[src/rtl/tmds_rx_channel_if.sv]
// Lane-side signal bundle for tmds_rx_channel: raw deserializer word in, decoded symbol out.
// Stats ports (err_count, slip_count) exist only when TMDS_RX_STATS_EN is defined.
interface tmds_rx_channel_if;
   logic [9:0] raw_in;
   logic [7:0] data;
   logic       c0;
   logic       c1;
   logic       blank;
   logic       locked;
   logic [3:0] offset;
`ifdef TMDS_RX_STATS_EN
   logic [15:0] err_count;
   logic [7:0]  slip_count;

   modport master (output raw_in,
                   input  data, c0, c1, blank, locked, offset, err_count, slip_count);
   modport slave  (input  raw_in,
                   output data, c0, c1, blank, locked, offset, err_count, slip_count);
`else
   modport master (output raw_in, input  data, c0, c1, blank, locked, offset);
   modport slave  (input  raw_in, output data, c0, c1, blank, locked, offset);
`endif
endinterface

[src/rtl/tmds_rx_channel.sv]
// Per-lane TMDS receiver: word alignment by control-token runs, then symbol decode.
// Define TMDS_RX_STATS_EN to add err_count / slip_count statistics outputs.
module tmds_rx_channel #(
   parameter int unsigned CTRL_RUN    = 8,
   parameter int unsigned TIMEOUT     = 4096,
   parameter int unsigned OFFSET_INIT = 0
) (
   input logic              clk,
   input logic              resetn,
   tmds_rx_channel_if.slave bus
);
   localparam int unsigned   TW         = $clog2(TIMEOUT) + 1;
   localparam logic [TW-1:0] T_MAX      = TW'(TIMEOUT - 1);
   localparam logic [7:0]    RUN_MAX    = 8'(CTRL_RUN);
   localparam logic [3:0]    OFFSET_RST = 4'(OFFSET_INIT);

   typedef enum logic {SEARCH, LOCKED} state_t;

   state_t        state, state_n;
   logic [9:0]    raw_prev, s1, aligned;
   logic [19:0]   window;
   logic [7:0]    run, run_n, run_inc;
   logic [TW-1:0] timer, timer_n;
   logic [3:0]    offset_q, offset_n;
   logic [7:0]    data_q, d, dec;
   logic          c0_q, c1_q, blank_q;
   logic          is_tok;
   logic [1:0]    tok_c;
   logic          slip, drop;

   assign window  = {bus.raw_in, raw_prev};
   assign aligned = 10'(window >> offset_q);

   always_comb begin
      is_tok = 1'b1;
      tok_c  = 2'b00;
      case (s1)
         10'b1101010100: tok_c = 2'b00;
         10'b0010101011: tok_c = 2'b01;
         10'b0101010100: tok_c = 2'b10;
         10'b1010101011: tok_c = 2'b11;
         default:        is_tok = 1'b0;
      endcase
   end

   always_comb begin
      d      = s1[9] ? ~s1[7:0] : s1[7:0];
      dec    = '0;
      dec[0] = d[0];
      for (int unsigned i = 1; i < 8; i++)
         dec[i] = s1[8] ? (d[i] ^ d[i-1]) : ~(d[i] ^ d[i-1]);
   end

   // Lock takes priority over a same-cycle search timeout, so the offset never slips away from a good run.
   always_comb begin
      state_n  = state;
      run_n    = run;
      timer_n  = timer;
      offset_n = offset_q;
      slip     = 1'b0;
      drop     = 1'b0;
      run_inc  = (run == RUN_MAX) ? run : run + 8'd1;
      case (state)
         SEARCH: begin
            if (is_tok && run_inc == RUN_MAX) begin
               state_n = LOCKED;
               run_n   = run_inc;
               timer_n = '0;
            end else if (timer == T_MAX) begin
               offset_n = (offset_q == 4'd9) ? '0 : offset_q + 4'd1;
               timer_n  = '0;
               run_n    = '0;
               slip     = 1'b1;
            end else begin
               timer_n = timer + TW'(1);
               run_n   = is_tok ? run_inc : '0;
            end
         end
         LOCKED: begin
            if (is_tok) begin
               timer_n = '0;
            end else if (timer == T_MAX) begin
               state_n = SEARCH;
               run_n   = '0;
               timer_n = '0;
               drop    = 1'b1;
            end else begin
               timer_n = timer + TW'(1);
            end
         end
         default: state_n = SEARCH;
      endcase
   end

   always_ff @(posedge clk) begin
      if (!resetn) begin
         raw_prev <= '0;
         s1       <= '0;
         state    <= SEARCH;
         run      <= '0;
         timer    <= '0;
         offset_q <= OFFSET_RST;
         data_q   <= '0;
         c0_q     <= 1'b0;
         c1_q     <= 1'b0;
         blank_q  <= 1'b1;
      end else begin
         raw_prev <= bus.raw_in;
         s1       <= aligned;
         state    <= state_n;
         run      <= run_n;
         timer    <= timer_n;
         offset_q <= offset_n;
         if (is_tok) begin
            blank_q <= 1'b1;
            c0_q    <= tok_c[0];
            c1_q    <= tok_c[1];
         end else begin
            blank_q <= 1'b0;
            data_q  <= dec;
         end
      end
   end

   assign bus.data   = data_q;
   assign bus.c0     = c0_q;
   assign bus.c1     = c1_q;
   assign bus.blank  = blank_q;
   assign bus.locked = (state == LOCKED);
   assign bus.offset = offset_q;

`ifdef TMDS_RX_STATS_EN
   logic [15:0] err_q;
   logic [7:0]  slip_q;

   always_ff @(posedge clk) begin
      if (!resetn) begin
         err_q  <= '0;
         slip_q <= '0;
      end else begin
         if (drop && err_q != '1)
            err_q <= err_q + 16'd1;
         if (slip)
            slip_q <= slip_q + 8'd1;
      end
   end

   assign bus.err_count  = err_q;
   assign bus.slip_count = slip_q;
`else
   logic unused_stats;
   assign unused_stats = slip ^ drop;
`endif
endmodule
[src/flat_wrapper.sv]
// flat-port wrapper written by rule: the top's interface ports become plain ports
module tmds_rx_channel_flat 
#(
   parameter int unsigned CTRL_RUN    = 8,
   parameter int unsigned TIMEOUT     = 4096,
   parameter int unsigned OFFSET_INIT = 0
)
  (clk, resetn, bus_raw_in, bus_data, bus_c0, bus_c1, bus_blank, bus_locked, bus_offset);
  tmds_rx_channel_if bus_i ();
  input logic clk;
  input logic resetn;
  input wire logic [$bits(bus_i.raw_in)-1:0] bus_raw_in;
  output wire logic [$bits(bus_i.data)-1:0] bus_data;
  output wire logic [$bits(bus_i.c0)-1:0] bus_c0;
  output wire logic [$bits(bus_i.c1)-1:0] bus_c1;
  output wire logic [$bits(bus_i.blank)-1:0] bus_blank;
  output wire logic [$bits(bus_i.locked)-1:0] bus_locked;
  output wire logic [$bits(bus_i.offset)-1:0] bus_offset;
  assign bus_i.raw_in = bus_raw_in;
  assign bus_data = bus_i.data;
  assign bus_c0 = bus_i.c0;
  assign bus_c1 = bus_i.c1;
  assign bus_blank = bus_i.blank;
  assign bus_locked = bus_i.locked;
  assign bus_offset = bus_i.offset;
  tmds_rx_channel #(.CTRL_RUN(CTRL_RUN), .TIMEOUT(TIMEOUT), .OFFSET_INIT(OFFSET_INIT)) u_core (.clk(clk), .resetn(resetn), .bus(bus_i));
endmodule
[config.mk]
export PLATFORM = sky130hd
export DESIGN_NAME = tmds_rx_channel_flat
export DESIGN_NICKNAME = d
export VERILOG_FILES = /design/src/rtl/tmds_rx_channel_if.sv /design/src/rtl/tmds_rx_channel.sv /design/src/flat_wrapper.sv
export SDC_FILE = /design/constraint.sdc
export NUM_CORES = 1
export LEC_CHECK = 0
export CORE_ASPECT_RATIO = 0.75
export CORE_MARGIN = 5
export CORE_UTILIZATION = 51
export CTS_BUF_LIST = sky130_fd_sc_hd__clkbuf_16
export CTS_CLUSTER_DIAMETER = 100
export CTS_CLUSTER_SIZE = 14
export DETAILED_ROUTE_END_ITERATION = 12
export HOLD_SLACK_MARGIN = 0.15
export PLACE_DENSITY_LB_ADDON = 0.2
export SYNTH_ARGS = -nofsm -noshare
export SYNTH_HDL_FRONTEND = slang
export SYNTH_SLANG_ARGS = --single-unit
[constraint.sdc]
create_clock -name clk -period 3.1 [get_ports clk]
set_clock_uncertainty 0.2 [all_clocks]
set_input_delay 0.62 -clock clk [delete_from_list [all_inputs] [get_ports clk]]
set_output_delay 0.62 -clock clk [all_outputs]
set_load 0.05 [all_outputs]
==> results.json <==
{
  "vias": 2633,
  "drtIter0Drc": 159,
  "io_pins": 28,
  "start_util_pct": 51.92,
  "cp.arrival_ps": 1790,
  "worst_hold_path_type": "reg2reg",
  "avgSynthCellArea_um2": 8.830,
  "routabilityCongestion": 0.9069,
  "die_h_um": 78.94,
  "synth_area_leaders": "dfxtp_1 (35%), mux2i_1 (7.7%), nor2_1 (6.2%), xnor2_1 (3.8%), ha_1 (3.5%)",
  "power.share.clock_pct": 49.3,
  "leakagePower_nw": 1.450,
  "min_period_over_period_pct": 84.22,
  "worstPathCellList": "buf_4, clkdlybuf4s50_1",
  "dieWidth_um": 101.9,
  "synth_most_common_cell": "dfxtp_1",
  "worstMarginPinSlew_ps": 508.1,
  "pwr-share-seq_pct": 41.7,
  "synth_cell_types": 58,
  "yosysTopAreaCell": "dfxtp_1",
  "clkSinkCount": 57,
  "synth_nets": 387,
  "detail_route.wl_per_cell_um": 14.46,
  "period_needed_ps": 2611,
  "grt_pass1_vias": 2470,
  "io_buffers": 27,
  "path_class": "reg2out",
  "power_density_nw_per_um2": 488.8,
  "start_kind": "flip-flop",
  "final_layout_size_suffix_gt1_share_pct": 11.56,
  "synth_async_sr_flop_share_pct": 0,
  "viasPerCell": 5.497,
  "slowest_delay_ps": 870,
  "cts_setup_buffers": 0,
  "grt-ovfl-total": 0,
  "area_growth_pct": 18.35,
  "setup_viol": 0,
  "synth_cells": 366,
  "fin_nets": 415,
  "drcViolationCount": 0,
  "swShare_pct": 23.18,
  "layout.cells.non_filler": 479,
  "totalWireLength_um": 6928,
  "yosysTopAreaCellShare_pct": 35.31,
  "rows": 25,
  "cp_slowest_cell": "clkdlybuf4s50_1",
  "synth_flop_cell": "dfxtp_1",
  "ir_drop_mv": 0.2697,
  "clkTransAtPathRegs_ps": 50,
  "post_cts_resized": 0,
  "ys.warnings.count": 0,
  "relSlewSlack_pct": 66.02,
  "p_int_mw": 1.436,
  "ys_seq_area_share_pct": 35.31,
  "rsz0062_at_grt": "false",
  "setup_tns_ps": 0,
  "cts-root-buf": "clkbuf_16",
  "core_area_um2": 6225,
  "grt.total_usage_pct": 18.56,
  "fillers": 573,
  "cts_buffer_depth": 2,
  "antenna_found_initial": 0,
  "cts_hold_buf": 0,
  "outcome": "completed",
  "post-dp-hpwl_um": 4990,
  "grt_pass1_wl_um": 11720,
  "clkLatencyLatePin_ps": 320,
  "max_freq_mhz": 383.0,
  "grt_max_degree": 24,
  "synth.cell_area_um2": 3232,
  "n_antenna_cell": 0,
  "die_area_um2": 8046,
  "power.switching_mw": 0.4334,
  "cts_tree": "yes",
  "maxSlewViolCount": 0,
  "synth_edf_count": 0,
  "dp.cells": 464,
  "numCtsBuffers": 9,
  "antenna_left": 0,
  "required_ps": 2280,
  "cp-end-kind": "output port",
  "cp_max_fo": 23,
  "synth.ff_latch_count": 57,
  "combPwrFrac_pct": 9.0,
  "synth_common_cells": "dfxtp_1 (57), nor2_1 (53), mux2i_1 (25), nand2_1 (25), a21oi_1 (21)",
  "drv_cap": 0,
  "drtPass1Iterations": 4,
  "hold_violations": 0,
  "htree_levels": 3
}
-- flip-flops by register name, summed over array words and instances (netlist names) --
name and flops:
u_core.bus.data 8, u_core.raw_prev 10, u_core.bus.locked 1, u_core.bus.c1 1
u_core.run 8, u_core.bus.offset 4, u_core.bus.blank 1, u_core.timer 13
u_core.s1 10, u_core.bus.c0 1
-- layout by cell type (no fill, tap or decap), drive strengths merged, types with 4 or more instances in the layout --
cell type / instances
a211oi: 14
a21oi: 21
a311oi: 4
and2: 15
and3: 4
buf: 10
clkbuf: 9
clkdlybuf4s50: 27
clkinv: 6
dfxtp: 57
ha: 9
inv: 17
mux2: 5
mux2i: 25
nand2: 26
nand2b: 5
nand3: 12
nand4: 7
nor2: 53
o21ai: 12
xnor2: 14
xor2: 8
-- cell type report --
cell class | count | area (um2) | area share (%)
Inverter | 18 | 67.56 | 1.766
Timing Repair Buffer | 37 | 345.3 | 9.028
Multi-Input combinational cell | 271 | 1894 | 49.53
Tap cell | 81 | 101.3 | 2.650
Sequential cell | 57 | 1141 | 29.83
Clock inverter | 6 | 50.05 | 1.308
Clock buffer | 9 | 225.2 | 5.888
-- worst paths after layout --
path                                      startpoint               end  slack, ps  cells after the start
worst max-delay path            u_core.bus.offset[1]     bus_offset[1]        490                      2
worst min-delay path                   u_core.bus.c0     u_core.bus.c0        260                      2
worst max register to register         u_core.run[0]  u_core.timer[12]        780                      7
worst min register to register         u_core.bus.c0     u_core.bus.c0        260                      2
-- worst max-delay path, delay by kind of cell (launching register included) --
kind	cells	cell delay (ps)
buffers and inverters	2	1160
DFF	1	300
-- power groups by stage --
stage               clock network, mW  logic (mW)  registers [mW]
floorplan                           0      0.0761           0.825
global placement                    0       0.166           0.793
detailed placement                  0       0.168           0.794
CTS                             0.940       0.169           0.779
global route                    0.976       0.182           0.782
finish                          0.923       0.168           0.779
-- routing by layer --
| layer | wire (um) | share of wire (%) | GRT usage, % | vias to the layer above |
|---|---|---|---|---|
| met5 | 0 | 0 | 0 | - |
| met4 | 129 | 1.9 | 8.388 | 0 |
| met1 | 3405 | 49 | 25.19 | 1194 |
| met2 | 2898 | 42 | 26.50 | 83 |
| li1 | - | - | - | 1343 |
| met3 | 493 | 7.1 | 6.234 | 13 |
-- cell families (layout without fill, tap and decap cells) --
logic type	after synthesis	count (layout)	share of synthesized area, %
AO/OA/AOI/OAI	69	69	14.98
XOR/XNOR	22	22	5.962
adder cells (fa/ha/maj)	9	9	3.484
buffers and inverters	38	70	6.078
flip-flops	57	57	35.31
multiplexers	33	33	11.58
AND/OR/NAND/NOR	138	138	22.61
-- through the flow --
step                util, %  hold slack, ps  power [mW]  setup WS [ps]  cell area, um2
floorplan                 -           230.2      0.9015          743.3            3232
global placement      57.03           242.3      0.9583          680.8            3550
detailed placement    57.03           254.2      0.9618          637.9            3550
CTS                   61.45           264.3       1.889          469.3            3825
global route          61.45           281.2       1.941          444.4            3825
finish                61.45           257.5       1.870          489.1            3825
(Power assumes the default switching activity.)
